<file path="src/rtl/load_store_ctrl.sv">
// rtl/load_store_ctrl.sv - data-memory load/store sequencer with alignment checks and lane handling
// One request in flight: IDLE accepts, REQ issues, WAIT collects the response, RESP reports it.
module load_store_ctrl (
  input  logic        clk,
  input  logic        rst_n,
  input  logic        req_valid,
  output logic        req_ready,
  input  logic        req_we,
  input  logic [2:0]  req_funct3,
  input  logic [31:0] req_addr,
  input  logic [31:0] req_wdata,
  input  logic [4:0]  req_rd,
  output logic        mem_req_valid,
  input  logic        mem_req_ready,
  output logic        mem_we,
  output logic [31:0] mem_addr,
  output logic [3:0]  mem_wstrb,
  output logic [31:0] mem_wdata,
  input  logic        mem_rsp_valid,
  input  logic [31:0] mem_rdata,
  output logic        rsp_valid,
  output logic [31:0] rsp_rdata,
  output logic [4:0]  rsp_rd,
  output logic        rsp_err
);

  typedef enum logic [1:0] {IDLE, REQ, WAIT, RESP} state_t;

  state_t      state;
  logic [2:0]  funct3_q;
  logic [1:0]  off_q;
  logic        req_err;
  logic [3:0]  strb_n;
  logic [31:0] wdata_n;
  logic [31:0] shifted;
  logic [31:0] load_data;

  assign req_ready     = (state == IDLE);
  assign mem_req_valid = (state == REQ);
  assign rsp_valid     = (state == RESP);

  // Size lives in funct3[1:0]; funct3[2] is only legal as the unsigned flag on B/H loads.
  always_comb begin
    req_err = 1'b0;
    case (req_funct3[1:0])
      2'b01:   req_err = req_addr[0];
      2'b10:   req_err = |req_addr[1:0];
      2'b11:   req_err = 1'b1;
      default: req_err = 1'b0;
    endcase
    if (req_funct3[2] && (req_we || req_funct3[1:0] == 2'b10))
      req_err = 1'b1;
  end

  always_comb begin
    strb_n  = 4'b1111;
    wdata_n = req_wdata;
    case (req_funct3[1:0])
      2'b00: begin
        strb_n  = 4'b0001 << req_addr[1:0];
        wdata_n = {4{req_wdata[7:0]}};
      end
      2'b01: begin
        strb_n  = 4'b0011 << req_addr[1:0];
        wdata_n = {2{req_wdata[15:0]}};
      end
      default: begin
        strb_n  = 4'b1111;
        wdata_n = req_wdata;
      end
    endcase
    if (!req_we)
      strb_n = 4'b0000;
  end

  always_comb begin
    shifted = mem_rdata >> {off_q, 3'b000};
    case (funct3_q)
      3'b000:  load_data = {{24{shifted[7]}}, shifted[7:0]};
      3'b001:  load_data = {{16{shifted[15]}}, shifted[15:0]};
      3'b010:  load_data = shifted;
      3'b100:  load_data = {24'd0, shifted[7:0]};
      3'b101:  load_data = {16'd0, shifted[15:0]};
      default: load_data = 32'd0;
    endcase
  end

  always_ff @(posedge clk) begin
    if (!rst_n) begin
      state     <= IDLE;
      funct3_q  <= 3'd0;
      off_q     <= 2'd0;
      mem_we    <= 1'b0;
      mem_addr  <= 32'd0;
      mem_wstrb <= 4'd0;
      mem_wdata <= 32'd0;
      rsp_rdata <= 32'd0;
      rsp_rd    <= 5'd0;
      rsp_err   <= 1'b0;
    end else begin
      case (state)
        IDLE: begin
          if (req_valid) begin
            funct3_q  <= req_funct3;
            off_q     <= req_addr[1:0];
            mem_we    <= req_we;
            mem_addr  <= {req_addr[31:2], 2'b00};
            mem_wstrb <= strb_n;
            mem_wdata <= wdata_n;
            rsp_rd    <= req_rd;
            rsp_err   <= req_err;
            rsp_rdata <= 32'd0;
            state     <= req_err ? RESP : REQ;
          end
        end
        REQ: begin
          if (mem_req_ready)
            state <= WAIT;
        end
        WAIT: begin
          if (mem_rsp_valid) begin
            if (!mem_we)
              rsp_rdata <= load_data;
            state <= RESP;
          end
        end
        default: state <= IDLE;
      endcase
    end
  end

endmodule

</file>
<file path="config.mk">
export PLATFORM = sky130hd
export DESIGN_NAME = load_store_ctrl
export DESIGN_NICKNAME = d
export VERILOG_FILES = /design/src/rtl/load_store_ctrl.sv
export SDC_FILE = /design/constraint.sdc
export NUM_CORES = 1
export LEC_CHECK = 0
export ABC_CLOCK_PERIOD_IN_PS = 2350
export CAP_MARGIN = 30
export CORE_MARGIN = 3
export CORE_UTILIZATION = 43
export DETAILED_ROUTE_END_ITERATION = 8
export PLACE_DENSITY = 0.84
export SYNTH_ARGS = -nofsm -noshare
export SYNTH_HDL_FRONTEND = slang
export SYNTH_SLANG_ARGS = --single-unit
export TNS_END_PERCENT = 100
</file>
<file path="constraint.sdc">
create_clock -name clk -period 2.35 [get_ports clk]
set_clock_uncertainty 0.15 [all_clocks]
set_input_delay 0.3525 -clock clk [delete_from_list [all_inputs] [get_ports clk]]
set_output_delay 0.3525 -clock clk [all_outputs]
set_load 0.005 [all_outputs]
</file>
; ---- After elaboration in Yosys (flattened, before gate mapping)
; Index checks and enable logic that the tools add are counted.
; W data, S select, Z words.
[word_totals]
reg_bits = 112
latch_bits = 0
mem_bits_rw = 0
rom_bits = 0
inputBits = 110
out_inout_bits = 110
word_cells = 52
mem_count = 0
[op_classes]
add_sub_neg = 0
mul = 0
div = 0
n_lt_le_gt_ge = 0
eq_ne = 14
shift = 3
mux = 15
bitwise = 0
n_reduce_logical = 10
[op_table]
columns = cell, count
row1 = $pmux W32 S5, 1
row2 = $pmux W32 S2, 2
row3 = $mux W32, 3
row4 = $shr A32 B5 Y32, 1
row5 = $eq A2 B2 Y1 const B, 4
row6 = $mux W2, 4
row7 = $pmux W4 S2, 1
row8 = $eq A3 B3 Y1 const B, 2
row9 = $ne A2 B2 Y1 const B, 3
row10 = $pmux W2 S3, 1
row11 = $eq A2 B1 Y1 const B, 2
row12 = $logic_not A2 Y1, 2
row13 = $mux W4, 1
row14 = $reduce_and A4 Y1, 1
row15 = $shl A1 B2 Y4 const A, 1
row16 = $shl A2 B2 Y4 const A, 1
row17 = $eq A3 B1 Y1 const B, 1
row18 = $eq A3 B2 Y1 const B, 1
row19 = $logic_not A3 Y1, 1
row20 = $pmux W1 S3, 1
row21 = $reduce_and A3 Y1, 1
row22 = $ne A2 B1 Y1 const B, 1
row23 = $reduce_and A2 Y1, 1
row24 = $reduce_bool A2 Y1, 1
row25 = other kinds (4), 4

; ---- Longest topological paths before layout
; Gate-level depths: netlist of run 1.
[logic_depth]
ltp_word = 7
depth_mapped = 8
ltp_nobuf = 6

; ---- Least setup slack after synthesis of run 1
; Ideal clock, no wire load.
[synth_timing]
path_kind = register -> register
startpoint = register state[0]
endpoint = register rsp_rdata[15]
setup_ns = 0.123
arrival_ns = 1.713
required_time_ns = 2.077
setup_slack_ns = 0.364
stages_incl_launch_ff = 8
path_cell_list = dfxtp_1 > inv_1 > ha_1 > and2b_1 > a211o_1 > buf_2 > a221oi_2 > nor3b_1
[synth_via]
elab_chain_len = 3
elab_cells_between_ends = 8
[synth_lines]
columns = element, line
row1 = start: declaration, 29  ; state_t state;
row2 = start signal: assignment, 113  ; state <= req_err ? RESP : REQ;
row3 = $logic_not A2 Y1 *, --
row4 = net req_ready, 7  ; output logic req_ready,
row5 = $ne A2 B2 Y1 (no line) or $reduce_bool A2 Y1 (tied branches), --
row6 = $reduce_and A4 Y1 (no line), --
row7 = end signal: assignment, 123  ; rsp_rdata <= load_data;
row8 = end: declaration, 22  ; output logic [31:0] rsp_rdata,
; Mark *: on every way through the listed nets, which the timed path passes. The rest lies on a longest branch.
; A chain may end at the register's enable or synchronous reset.

; ---- Final worst setup path of run 1
[layout_timing]
startpoint = register state[1]
endpoint = output req_ready
[layout_via]
elab_chain_len = 1
[layout_lines]
columns = element, line
row1 = $logic_not A2 Y1, 38  ; assign req_ready = (state == IDLE);
row2 = end: declaration, 7
; Every way passes these cells.

==> impl_metrics.yaml, run 1 <==
outcome:
  run_status: "finished, final reports clean"
worst_setup_path:
  critical_path.endpoint_type: "output pin"
  worst-endpoint-required_ns: 1.85
  crit_slowest_cell: "sky130_fd_sc_hd__clkdlybuf4s50_1"
  timing.critical_path.from_type: "register"
  critPathKind: "register to output pin"
  crit_path_cell_trace: "inv_1 > ha_1 > clkdlybuf4s50_1"
  worst_path_largest_cell_delay_ns: 0.57
  worst_ep_arrival_time_ns: 1.64
  critical_path.max_fanout: 6
  register_to_register_path_depth: 7
yosys:
  synth-main-ff-cell: "sky130_fd_sc_hd__dfxtp_1"
  avg_cell_area_syn_um2: 8.95
  seq_total_area_yosys_pct: 42.5
  synth.top_cells.by_area: "sky130_fd_sc_hd__dfxtp_1, sky130_fd_sc_hd__nand2_1, sky130_fd_sc_hd__a21boi_0"
  synth_top_area_share_pct: 42.5
  ys.warnings.count: 0
  ys_ff_latch: 112
  synth_cells: 589
  synth_edf_count: 0
  leading_cell_types_by_count_after_synthesis: "sky130_fd_sc_hd__nand2_1, sky130_fd_sc_hd__dfxtp_1, sky130_fd_sc_hd__a21boi_0, sky130_fd_sc_hd__clkbuf_1"
  fraction_of_synthesis_flops_using_an_asynchronous_set_or_reset_pin_pct: 0
  cell_with_the_most_instances_after_synthesis: "sky130_fd_sc_hd__nand2_1"
  netlist-cell-type-count: 43
  syn-cell-area_um2: 5270
  largest_area_contributor_in_the_synthesized_netlist: "sky130_fd_sc_hd__dfxtp_1"
clock_network:
  clock_buffer_depth: 2
  tritoncts_clock_tree: "done"
  cts_resized: 0
  cts-htree-levels: 3
  tritoncts_num_sinks: 112
  cts.repair_timing.setup_buffer_count: 0
  clock_insertion_delay_at_the_later_pin_of_the_skew_report_ns: 0.35
  clock_transition_at_the_register_clock_pins_on_the_worst_setup_and_hold_paths_after_cts_ns: 0.08
  cts_root_buf: "sky130_fd_sc_hd__clkbuf_16"
  cts_inserted_buffers: 9
  cts_hold_buffers: 0
sta:
  maxSlewViolCount: 0
  finalSetupViolations: 0
  achievable_frequency_mhz: 466
  slew_headroom_pct: 34.9
  rsz0062_at_grt: "no"
  final.setup.tns_ns: 0
  post-route-min-period_ns: 2.15
  timing.final.crit_share_pct: 91.4
  final_critical_path_setup_slack_ns: 0.203
  max_slew.worst_pin.slew_ns: 0.976
  hold_viol_final: 0
global_routing:
  grt.total_usage_pct: 23.0
  number_of_antenna_violations_at_the_first_check_in_global_routing: 0
  grt_pass1_wl_um: 25000
  grt_pass1_vias: 5151
  overflow: 0
  grt_start_max_net_pins: 115
hold_path:
  hold_path_class: "register to register"
  worstHoldPathCells: 2
die:
  design.core.area_um2: 11700
  die_h_um: 117
  die_area_um2: 13600
  initial_core_util_pct: 45.0
  chipWidth_um: 117
  io_pins: 220
  fp-row-count: 39
place:
  dp_slack_ns: 0.00210
  io_buffer_count: 217
  detailedPlacementHpwl_um: 11900
  gpl.final_weighted_congestion: 0.838
route:
  via_count: 5073
  wl_met3_um: 1420
  detail-route-antenna-nets: 0
  drc: 0
  drt-total-wl_um: 15900
  firstDrtPassIters: 5
  wl_per_cell_um: 17.1
  routedLengthMet1_um: 6380
  detailroute.wirelength.met2_um: 7670
  drt-vias-per-instance: 5.44
  top_signal_layer_used: "met4"
  dr.first_iter.drc_count: 463
power_and_ir_drop:
  p_leak_nw: 3.04
  power.density_nw_per_um2: 809
  worst_vdd_rail_ir_drop_mv: 0.529
cells_and_area:
  layout-drive-gt1-share_pct: 8.10
  finalNetCount: 899
  diodes: 0
  area_overhead_vs_synth_pct: 49.0
flow_run:
  maximum_capacitance_violations: 0
==> registers in the layout, indices dropped and copies added, names as in the netlist, 2 cells and up <==
register,cells
mem_wdata,32
rsp_rdata,32
mem_addr,30
rsp_rd,5
mem_wstrb,4
funct3_q,3
off_q,2
state,2
==> worst max-delay path, delay by kind of cell (launching register included) <==
kind	cells	cell delay, ns
adders and majority gates	1	0.28
DFF	1	0.34
buffers and inverters	2	0.67
==> report_power, final <==
part	switching (mW)	internal, mW	total, mW
registers	0.205	2.22	2.42
logic	1.14	1.23	2.37
clock network	0.700	0.860	1.56
==> final cells by class <==
class,instances,area (µm²)
clock inverters,4,53.8
inverters,6,22.5
fillers,902,3860
flip-flops and latches,112,2240
repair buffers,234,2330
multi-input cells,422,2780
clock buffers,12,246
well taps,143,179
==> layer usage <==
metal	global-route usage, %	up-vias
met2	38.4	224
li1	-	2446
met4	10.2	0
met1	28.0	2375
met5	0	-
met3	6.01	28
==> path summary, 6_finish.rpt <==
path	start	end	slack [ns]
setup / recovery	state[1]	req_ready	0.20
hold / removal	mem_addr[4]	mem_addr[4]	0.32
setup reg to reg	state[0]	rsp_rdata[8]	0.21
hold reg to reg	mem_addr[4]	mem_addr[4]	0.32
==> kinds of logic (layout without fill, tap and decap cells) <==
group                      after synthesis  in the layout  synth area share [%]
other                                    1              2                0.0712
muxes                                   42             42                  10.1
buffers and inverters                   56            256                  5.06
and+or+nand+nor                        226            226                  19.2
adders and majority gates                4              4                 0.950
AOI/OAI and AO/OA                      148            148                  22.1
DFF                                    112            112                  42.5
==> layout by cell type (no fill, tap or decap), drive strengths merged, types with 9 or more instances in the layout <==
master,synthesis,routed
o211a,16,16
mux2,9,9
mux2i,25,25
clkdlybuf4s50,0,216
dfxtp,112,112
nand3,25,25
nor2,9,9
buf,16,18
nand2,160,160
nor2b,12,12
a21boi,60,60
nor3b,9,9
a221oi,10,10
a21oi,11,11
clkbuf,34,12
o21ai,20,20
==> per-stage QoR <==
step	util (%)	hold slack, ns	total power, mW	area, µm²	std cells
2_1_floorplan	-	0.307	3.65	5270	590
3_3_place_gp	64.5	0.303	4.75	7550	917
3_5_place_dp	64.5	0.308	4.83	7550	917
4_1_cts	67.0	0.319	6.39	7850	933
5_1_grt	67.0	0.342	6.71	7850	933
6_report	67.0	0.318	6.35	7850	933
No activity file was read; power rests on OpenSTA's default activity.
==> inputs of run 2 (changes only) <==
--- a/config.mk
+++ b/config.mk
@@ -10,7 +10,8 @@
 export CORE_MARGIN = 3
 export CORE_UTILIZATION = 43
 export DETAILED_ROUTE_END_ITERATION = 8
-export PLACE_DENSITY = 0.84
+export PLACE_DENSITY = 0.81
+export REMOVE_ABC_BUFFERS = 1
 export SYNTH_ARGS = -nofsm -noshare
 export SYNTH_HDL_FRONTEND = slang
 export SYNTH_SLANG_ARGS = --single-unit
==> constraint.sdc (replaced) <==
create_clock -name clk -period 2.35 [get_ports clk]
set_clock_uncertainty 0.15 [all_clocks]
set_input_delay 0.47 -clock clk [delete_from_list [all_inputs] [get_ports clk]]
set_output_delay 0.47 -clock clk [all_outputs]
set_load 0.005 [all_outputs]
==> run 2 against run 1 <==
  * Hold slack worse by 0.0049 ns
  * Flip-flop and latch count is the same
  * Fmax shrank 2.3%
  * Combinational power increased by 3%
  * Final cell count grew 0.21%
  * Cell area increased by 0.13%
  * Core utilization rose by 0.086 points
  * First-iteration DRC count decreased by 39%
  * Clock power is 11% lower
  * Via count grew 1.2%
  * Sequential share of layout area barely moved
  * Critical path type unchanged
==> impl_metrics.yaml, run 2 (synthesized netlist as in run 1, its figures left out) <==
die:
  io_pins: 220
  chipWidth_um: 117
  design.core.area_um2: 11700
  die_h_um: 117
  die_area_um2: 13600
  initial_core_util_pct: 45.0
  fp-row-count: 39
sta:
  max_slew.worst_pin.slew_ns: 0.669
  final.setup.tns_ns: 0
  hold_viol_final: 0
  finalSetupViolations: 0
  maxSlewViolCount: 0
  achievable_frequency_mhz: 455
  post-route-min-period_ns: 2.20
  timing.final.crit_share_pct: 93.5
  slew_headroom_pct: 55.3
  rsz0062_at_grt: "no"
worst_setup_path:
  crit_path_cell_trace: "inv_1 > ha_1 > clkdlybuf4s50_1"
  crit_slowest_cell: "sky130_fd_sc_hd__clkdlybuf4s50_1"
  crit_path_start: "state[0]"
  reg2reg_to: "rsp_rdata[15]"
  critical_path.max_fanout: 6
  worst_ep_arrival_time_ns: 1.58
  worst_path_largest_cell_delay_ns: 0.54
  timing.critical_path.from_type: "register"
  critical_path.endpoint_type: "output pin"
  reg2reg_slack_ns: 0.15
  register_to_register_path_depth: 7
  critPathKind: "register to output pin"
  worst-endpoint-required_ns: 1.73
  rr_startpoint: "state[0]"
route:
  drc: 0
  drt-total-wl_um: 16400
  via_count: 5133
  drt-vias-per-instance: 5.49
  detail-route-antenna-nets: 0
  wl_per_cell_um: 17.6
  firstDrtPassIters: 4
  dr.first_iter.drc_count: 283
place:
  detailedPlacementHpwl_um: 12300
  io_buffer_count: 217
  gpl.final_weighted_congestion: 0.839
clock_network:
  clock_buffer_depth: 2
  cts.repair_timing.setup_buffer_count: 0
  tritoncts_num_sinks: 112
  cts_inserted_buffers: 9
  cts_hold_buffers: 0
  cts-htree-levels: 3
  clock_insertion_delay_at_the_later_pin_of_the_skew_report_ns: 0.35
  cts_resized: 0
  cts_root_buf: "sky130_fd_sc_hd__clkbuf_16"
  tritoncts_clock_tree: "done"
  clock_transition_at_the_register_clock_pins_on_the_worst_setup_and_hold_paths_after_cts_ns: 0.07
global_routing:
  grt_pass1_wl_um: 25600
  grt_pass1_vias: 5069
  number_of_antenna_violations_at_the_first_check_in_global_routing: 1
  grt_start_max_net_pins: 115
  overflow: 0
  grt.total_usage_pct: 23.9
outcome:
  run_status: "finished, final reports clean"
cells_and_area:
  area_overhead_vs_synth_pct: 49.2
  finalCoreUtilization_pct: 67.1
  layout_commonest_cell: "sky130_fd_sc_hd__clkdlybuf4s50_1"
  fillerInstances: 934
  final_cell_mix: "sky130_fd_sc_hd__clkdlybuf4s50_1, sky130_fd_sc_hd__nand2_1, sky130_fd_sc_hd__dfxtp_1, sky130_fd_sc_hd__a21boi_0"
  reg.largest.list: "mem_wdata: 32 flops, rsp_rdata: 32 flops, mem_addr: 30 flops"
  finalNetCount: 901
  layout-drive-gt1-share_pct: 8.22
flow_run:
  maximum_capacitance_violations: 0
hold_path:
  worstHoldPathCells: 2
  worst_hold_endpoint: "mem_wdata[0]"
  hold_path_class: "register to register"
  critical_hold_path_startpoint: "mem_wdata[0]"
power_and_ir_drop:
  p_leak_nw: 3.05
  power.density_nw_per_um2: 793
  worst_vdd_rail_ir_drop_mv: 0.516
-- run 2: cell count changes in the layout (fill, tap and decap cells not counted), sizes merged --
cell	previous run	this run
clkinvlp	2	1
buf	18	20
bufinv	1	0
clkinv	1	3
clkbuf	12	11
diode	0	1
-- run 2: critical path: cells and delay by family, from the launching register on --
kind / cells / cell delay [ns]
buf+inv: 2 / 0.62
flops: 1 / 0.34
fa+ha+maj: 1 / 0.27
-- run 2: metal layers --
metal / GRT usage [%] / vias up / wire length, µm
li1: - / 2455 / -
met2: 41.6 / 224 / 8020
met4: 8.94 / 0 / 297
met1: 25.5 / 2433 / 6170
met5: 0 / - / 0
met3: 10.5 / 21 / 1940
-- run 2: through the flow --
stage                     hold WS, ns  worst slack, ns  total power [mW]  std cells  cell area, µm²
final                           0.313            0.152              6.23        935            7860
after global routing            0.332           0.0550              6.59        935            7860
after CTS                       0.316            0.133              6.28        934            7860
after detailed placement        0.307          -0.0472              4.89        919            7600
after global placement          0.300           0.0242              4.80        919            7600
after floorplan                 0.307           -0.610              3.51        540            5030
-- run 2: layout make-up --
| cell class | instances | area [µm²] | area share (%) |
|---|---|---|---|
| sequential | 112 | 2240 | 28.5 |
| clock buffer | 11 | 233 | 2.96 |
| tap | 143 | 179 | 2.28 |
| inverter | 6 | 22.5 | 0.286 |
| clock inverter | 4 | 22.5 | 0.286 |
| antenna | 1 | 2.50 | 0.0318 |
| multi-input combinational | 422 | 2780 | 35.3 |
| timing repair buffer | 236 | 2380 | 30.3 |
-- run 2: worst max path at each step --
stage,endpoint,slack [ns],depth (start not counted)
2_1_floorplan,mem_wstrb[1],-0.61,6
4_1_cts,req_ready,0.13,3
3_3_place_gp,rsp_rdata[15],0.02,6
6_report,req_ready,0.15,3
3_5_place_dp,rsp_rdata[12],-0.05,6
5_1_grt,rsp_rdata[15],0.06,7
-- run 2: power by group --
part	internal, mW	switching (mW)	total [mW]
combinational	1.26	1.17	2.43
sequential	2.22	0.198	2.41
clock	0.709	0.678	1.39
total	4.19	2.04	6.23
==> inputs of run 3 (changes only) <==
--- a/config.mk
+++ b/config.mk
@@ -12,6 +12,7 @@
 export DETAILED_ROUTE_END_ITERATION = 8
 export PLACE_DENSITY = 0.81
 export REMOVE_ABC_BUFFERS = 1
+export SKIP_CTS_REPAIR_TIMING = 1
 export SYNTH_ARGS = -nofsm -noshare
 export SYNTH_HDL_FRONTEND = slang
 export SYNTH_SLANG_ARGS = --single-unit
==> results of run 3 <==
Final layout, timing and power as in run 2 (identical DEF).
